## src/rtl/spi_slave_mem_ctrl.sv

```systemverilog
// rtl/spi_slave_mem_ctrl.sv - SPI mode-0 slave that turns one CS_N frame into one memory read or write.
// Optional sticky frame error reporting is enabled by defining SPI_SLAVE_FRAME_ERR_EN.
module spi_slave_mem_ctrl #(
  parameter int AWIDTH      = 12,
  parameter int DWIDTH      = 32,
  parameter int SYNC_STAGES = 2
) (
  input  logic              clk,
  input  logic              rst_n,
  input  logic              sclk,
  input  logic              cs_n,
  input  logic              mosi,
  output logic              miso,
  output logic              miso_oe,
  output logic [AWIDTH-1:0] mem_addr,
  output logic [DWIDTH-1:0] mem_wdata,
  output logic              mem_we,
  output logic              mem_re,
  input  logic [DWIDTH-1:0] mem_rdata,
  output logic              frame_done,
  output logic              frame_err
);

  localparam int CW = $clog2(AWIDTH + DWIDTH + 1);

  typedef enum logic [2:0] {IDLE, CMD, ADDR, RD_REQ, RD_WAIT, DATA, DONE} state_t;

  state_t                  state;
  logic [SYNC_STAGES-1:0]  sclk_sync, cs_sync, mosi_sync;
  logic                    sclk_d, cs_d;
  logic                    sclk_s, cs_s, mosi_s;
  logic                    sclk_rise, sclk_fall, cs_fall;
  logic                    op;
  logic                    rd_hold;
  logic [CW-1:0]           cnt;
  logic [AWIDTH-2:0]       addr_sr;
  // Holds received write bits, or the not-yet-sent read bits (MSB already on miso).
  logic [DWIDTH-2:0]       data_sr;

  assign sclk_s    = sclk_sync[SYNC_STAGES-1];
  assign cs_s      = cs_sync[SYNC_STAGES-1];
  assign mosi_s    = mosi_sync[SYNC_STAGES-1];
  assign sclk_rise = sclk_s & ~sclk_d;
  assign sclk_fall = ~sclk_s & sclk_d;
  // Sync flops reset to 0, so a fall can only be seen after cs_n has been observed high.
  assign cs_fall   = ~cs_s & cs_d;

`ifdef SPI_SLAVE_FRAME_ERR_EN
  logic err_q;
  assign frame_err = err_q;
`else
  assign frame_err = 1'b0;
`endif

  always_ff @(posedge clk) begin
    if (!rst_n) begin
      state      <= IDLE;
      sclk_sync  <= '0;
      cs_sync    <= '0;
      mosi_sync  <= '0;
      sclk_d     <= 1'b0;
      cs_d       <= 1'b0;
      op         <= 1'b0;
      rd_hold    <= 1'b0;
      cnt        <= '0;
      addr_sr    <= '0;
      data_sr    <= '0;
      miso       <= 1'b0;
      miso_oe    <= 1'b0;
      mem_addr   <= '0;
      mem_wdata  <= '0;
      mem_we     <= 1'b0;
      mem_re     <= 1'b0;
      frame_done <= 1'b0;
`ifdef SPI_SLAVE_FRAME_ERR_EN
      err_q      <= 1'b0;
`endif
    end else begin
      sclk_sync  <= {sclk_sync[SYNC_STAGES-2:0], sclk};
      cs_sync    <= {cs_sync[SYNC_STAGES-2:0], cs_n};
      mosi_sync  <= {mosi_sync[SYNC_STAGES-2:0], mosi};
      sclk_d     <= sclk_s;
      cs_d       <= cs_s;
      mem_we     <= 1'b0;
      mem_re     <= 1'b0;
      frame_done <= 1'b0;
`ifdef SPI_SLAVE_FRAME_ERR_EN
      if (sclk_rise && cs_s) err_q <= 1'b1;
`endif
      case (state)
        IDLE: begin
          if (cs_fall) begin
            state <= CMD;
            cnt   <= '0;
          end
        end
        DONE: begin
          if (cs_s) state <= IDLE;
        end
        default: begin
          if (cs_s) begin
            state   <= IDLE;
            miso    <= 1'b0;
            miso_oe <= 1'b0;
`ifdef SPI_SLAVE_FRAME_ERR_EN
            err_q   <= 1'b1;
`endif
          end else begin
            case (state)
              CMD: begin
                if (sclk_rise) begin
                  op    <= mosi_s;
                  cnt   <= '0;
                  state <= ADDR;
                end
              end
              ADDR: begin
                if (sclk_rise) begin
                  addr_sr <= {addr_sr[AWIDTH-3:0], mosi_s};
                  cnt     <= cnt + CW'(1);
                  if (cnt == CW'(AWIDTH - 1)) begin
                    mem_addr <= {addr_sr, mosi_s};
                    cnt      <= '0;
                    state    <= op ? DATA : RD_REQ;
                  end
                end
              end
              RD_REQ: begin
                mem_re  <= 1'b1;
                rd_hold <= 1'b0;
                state   <= RD_WAIT;
              end
              RD_WAIT: begin
                // Memory answers one clk after it samples mem_re.
                if (!rd_hold) begin
                  rd_hold <= 1'b1;
                end else begin
                  data_sr <= mem_rdata[DWIDTH-2:0];
                  miso    <= mem_rdata[DWIDTH-1];
                  miso_oe <= 1'b1;
                  state   <= DATA;
                end
              end
              DATA: begin
                if (sclk_rise) begin
                  cnt <= cnt + CW'(1);
                  if (op) data_sr <= {data_sr[DWIDTH-3:0], mosi_s};
                  if (cnt == CW'(DWIDTH - 1)) begin
                    state      <= DONE;
                    frame_done <= 1'b1;
                    miso       <= 1'b0;
                    miso_oe    <= 1'b0;
                    if (op) begin
                      mem_wdata <= {data_sr, mosi_s};
                      mem_we    <= 1'b1;
                    end
                  end
                end else if (sclk_fall && !op && cnt != '0) begin
                  data_sr <= {data_sr[DWIDTH-3:0], 1'b0};
                  miso    <= data_sr[DWIDTH-2];
                end
              end
              default: ;
            endcase
          end
        end
      endcase
    end
  end

endmodule

```

## config.mk

```make
export PLATFORM = sky130hd
export DESIGN_NAME = spi_slave_mem_ctrl
export DESIGN_NICKNAME = d
export VERILOG_FILES = /design/src/rtl/spi_slave_mem_ctrl.sv
export SDC_FILE = /design/constraint.sdc
export NUM_CORES = 1
export LEC_CHECK = 0
export ABC_AREA = 1
export CELL_PAD_IN_SITES_DETAIL_PLACEMENT = 1
export CELL_PAD_IN_SITES_GLOBAL_PLACEMENT = 2
export CORE_ASPECT_RATIO = 1.75
export CORE_MARGIN = 2
export CORE_UTILIZATION = 26
export DETAILED_ROUTE_END_ITERATION = 7
export GPL_TIMING_DRIVEN = 1
export PLACE_DENSITY = 0.84
export REMOVE_ABC_BUFFERS = 1
export SETUP_SLACK_MARGIN = 0.02
export SYNTH_ARGS = -nofsm -noshare
export SYNTH_HDL_FRONTEND = slang
export SYNTH_SLANG_ARGS = --single-unit
export TNS_END_PERCENT = 50
```

## constraint.sdc

```tcl
create_clock -name clk -period 1.45 [get_ports clk]
set_input_delay 0.145 -clock clk [delete_from_list [all_inputs] [get_ports clk]]
set_output_delay 0.145 -clock clk [all_outputs]
set_load 0.005 [all_outputs]
```

==> summary.md <==
| Metric | Value |
|---|---|
| Outcome | complete, but fails checks |
| Failing checks | negative setup slack |
| GRT Total Usage | 0.187 |
| Final Power | slightly above 9000 uW |
| HPWL after DPL | approximately 11000 um |
| Port bufs | 85 |
| Sequential Area | between 0.002 and 0.0025 mm2 |
| CTS Buf Count | 9 |
| Clk slew on worst S/H paths | 0.07 ns |
| Final wirelength | 19800 um |
| Die Area | 0.0204 mm2 |
| Worst Path Max Fanout | 12 |
| Clock skew | between 0.015 and 0.02 ns |
| Critical Path Start Type | register |
| Clk sink count | 110 |
| Hold Path Class | input pin to register |
| P_leak | approximately 0.0036 uW |
| Clock power frac | 0.265 |
| Most common cell after layout, fill and taps aside | nand2_1 |
| CP endpoint kind | register |
| First-pass GRT wire length | 29700 um |
| Tmin final | ~1.7 ns |
| GPL Wtd Cong | roughly 0.85 |
| Fin worst setup slack | -0.260 ns |
| EDFF count, synth | 0 |
| Critical Path AT | between 1.5 and 2 ns |
| Mapped Area | around 0.005 mm2 |
| Die Width | about 110 um |
| WS Path Type | register to register |
| Synth warnings | 0 |
| Via count | roughly 5500 |
| Antenna violations before repair | 0 |
| RSZ-0062 raised after global routing | yes |
| Final core utilization | 0.434 |
| Combinational power share | 0.364 |
| Placed instance count | approximately 1100 |
| Number of diodes | 0 |
| IO Count | 87 |
| Drt first pass iters | 5 |
| Vias/cell | 4.70 |
| Post-synth ARST share | 0 |
| CTS tree | built |
| FILL cells | about 2300 |
| Final Non-Filler Cells | ~1200 |
| Synthesized area per cell | approximately 6.6 um2 |
| Switching share of power | 0.346 |
| Layout area overhead | 65.4% |
| Routed WL per cell | 16.9 um |
| H-tree depth | 3 |
| Syn Inst Count | around 750 |
| Fraction of layout cells with a size suffix above 1 | 0.303 |
| Area of the multi-input gates | 0.00292 mm2 |
| Fmax | around 0.6 GHz |
| Die H | 187 um |
| Top_reg_cell synth | dfxtp_1 |
| Initial core utilization | 0.262 |
| Int Pwr | 6040 uW |
| Register area share after synthesis | 0.441 |
| Hold_buf cts | 0 |
| Nets | 960 |
| CTS Root Cell | clkbuf_16 |
| Clk_lat worst skew | approximately 0.37 ns |
| Final Setup Violations | approximately 100 |
| Final Cycle Share | 1.18 |
| CTS Buffer Depth | 2 |
| Register share of total power | 0.371 |
| GR Overflow Total | 0 |
| Pwr Density | roughly 1100 mW/mm2 |
| Vias in the first global route | ~5700 |
| Site row count | 67 |
| Most frequent cells in the layout | nand2_1 (158), nor2_1 (147), dfxtp_1 (101) |
| Core Area | between 0.015 and 0.02 mm2 |
| Fin. max-slew vios | 0 |
| Max-cap viol count | 0 |
| Worst Path Required | between 1.5 and 2 ns |
| Post-synth top area cell | dfxtp_1 |
| Yosys reg bits | 110 |
| VDD IR max | 0.678 mV |
| Largest net degree at the start of global routing | 37 |
| Library cells used by synthesis | 28 |
| P_sw | 3190 uW |
| Initial DRC Count | 207 |
| Routed Antenna Nets | 0 |
| Synth area leaders | dfxtp_1 (44%), nor2_1 (15%), nand2_1 (14%) |
| Share of the synthesized area in the top cell type | 0.441 |
| Drt drc | 0 |
| Hold Vio Cnt, Final | 0 |
| Pre-CTS setup slack | -0.267 ns |
## worst max-delay path, cell delays in order, from the launching register on
cell       delay [ns]
dfxtp_4          0.37
ha_4             0.16
nand2_4          0.07
nor2_4           0.13
nand2_2          0.10
nor2_2           0.17
nand3_4          0.19
clkbuf_16        0.24
o21ai_1          0.13
nor2_1           0.05
## cells by family after synthesis
kind of cell	count (synthesis)	synth area share
fa+ha+maj	2	0.00501
flops	110	0.441
buf+inv	115	0.0984
simple gates	446	0.370
compound gates	80	0.0849
other cells	1	0.000751
## cell type report
type,instances,area share
Multi-Input combinational cell,529,0.354
Sequential cell,110,0.269
Timing Repair Buffer,198,0.268
Inverter,72,0.0370
Tap cell,241,0.0365
Clock buffer,12,0.0298
Clock inverter,4,0.00454
Timing Repair inverter,1,0.000909
## state kept, by name, indices dropped and copies added (netlist names)
signal,cells
miso,1
sclk_d,1
mem_wdata,32
cs_d,1
mem_addr,12
mosi_sync,2
cnt,6
addr_sr,11
mem_re,1
sclk_sync,2
data_sr,31
rd_hold,1
op,1
mem_we,1
state,3
cs_sync,2
miso_oe,1
frame_done,1
## power by group through the flow
stage / combinational, uW / clock [uW] / sequential, uW
after floorplan: 1080 / 0 / 3390
after global placement: 2120 / 0 / 3400
after detailed placement: 2160 / 0 / 3410
after CTS: 2960 / 2520 / 3370
after global routing: 3620 / 2660 / 3440
final: 3360 / 2450 / 3420
## cell usage after synthesis (4+ instances only)
cell type  count
o21ai_0       23
inv_2          6
dfxtp_1      110
a211oi_1       5
o21ai_1       32
inv_1         66
nor2_2         6
nor2_1       195
clkbuf_1      16
buf_2         18
a21oi_1       16
nand4_1       30
nand2_1      185
buf_4          4
nand3_2        4
nand3_1       20
## metal layers
| metal | global-route usage | wire length, um | part of all wire | up-vias |
|---|---|---|---|---|
| met4 | 0.0690 | 616 | 0.031 | 0 |
| met5 | 0 | 0 | 0 | - |
| met1 | 0.201 | 7540 | 0.38 | 2654 |
| met3 | 0.0258 | 524 | 0.027 | 39 |
| li1 | - | - | - | 2687 |
| met2 | 0.359 | 11100 | 0.56 | 110 |
## per-stage QoR
| step | hold WS, ns | setup TNS [ns] | cell area (um2) |
|---|---|---|---|
| 2_1_floorplan | 0.238 | -59.60 | 4770 |
| 3_5_place_dp | 0.404 | -19.38 | 6570 |
| 5_1_grt | 0.253 | -21.71 | 8260 |
| 6_report | 0.234 | -14.26 | 8260 |
| 3_3_place_gp | 0.396 | -16.39 | 6570 |
| 4_1_cts | 0.232 | -8.35 | 7790 |
## repair_timing
item / in CTS / in global routing
resized for setup: 145 / 119
cloned: 11 / 3
buffers inserted: 19 / 16
endpoints found under the setup margin: 101 / 104
pin swaps: 28 / 65
## path summary, 6_finish.rpt
path / to / slack (ns) / cells after the start / start
min: mosi_sync[1] / 0.23 / 3 / rst_n
min reg2reg: sclk_sync[1] / 0.42 / 2 / sclk_sync[0]
max reg2reg: mem_wdata[17] / -0.26 / 9 / cnt[1]
max: mem_wdata[17] / -0.26 / 9 / cnt[1]
(Power assumes the default switching activity.)
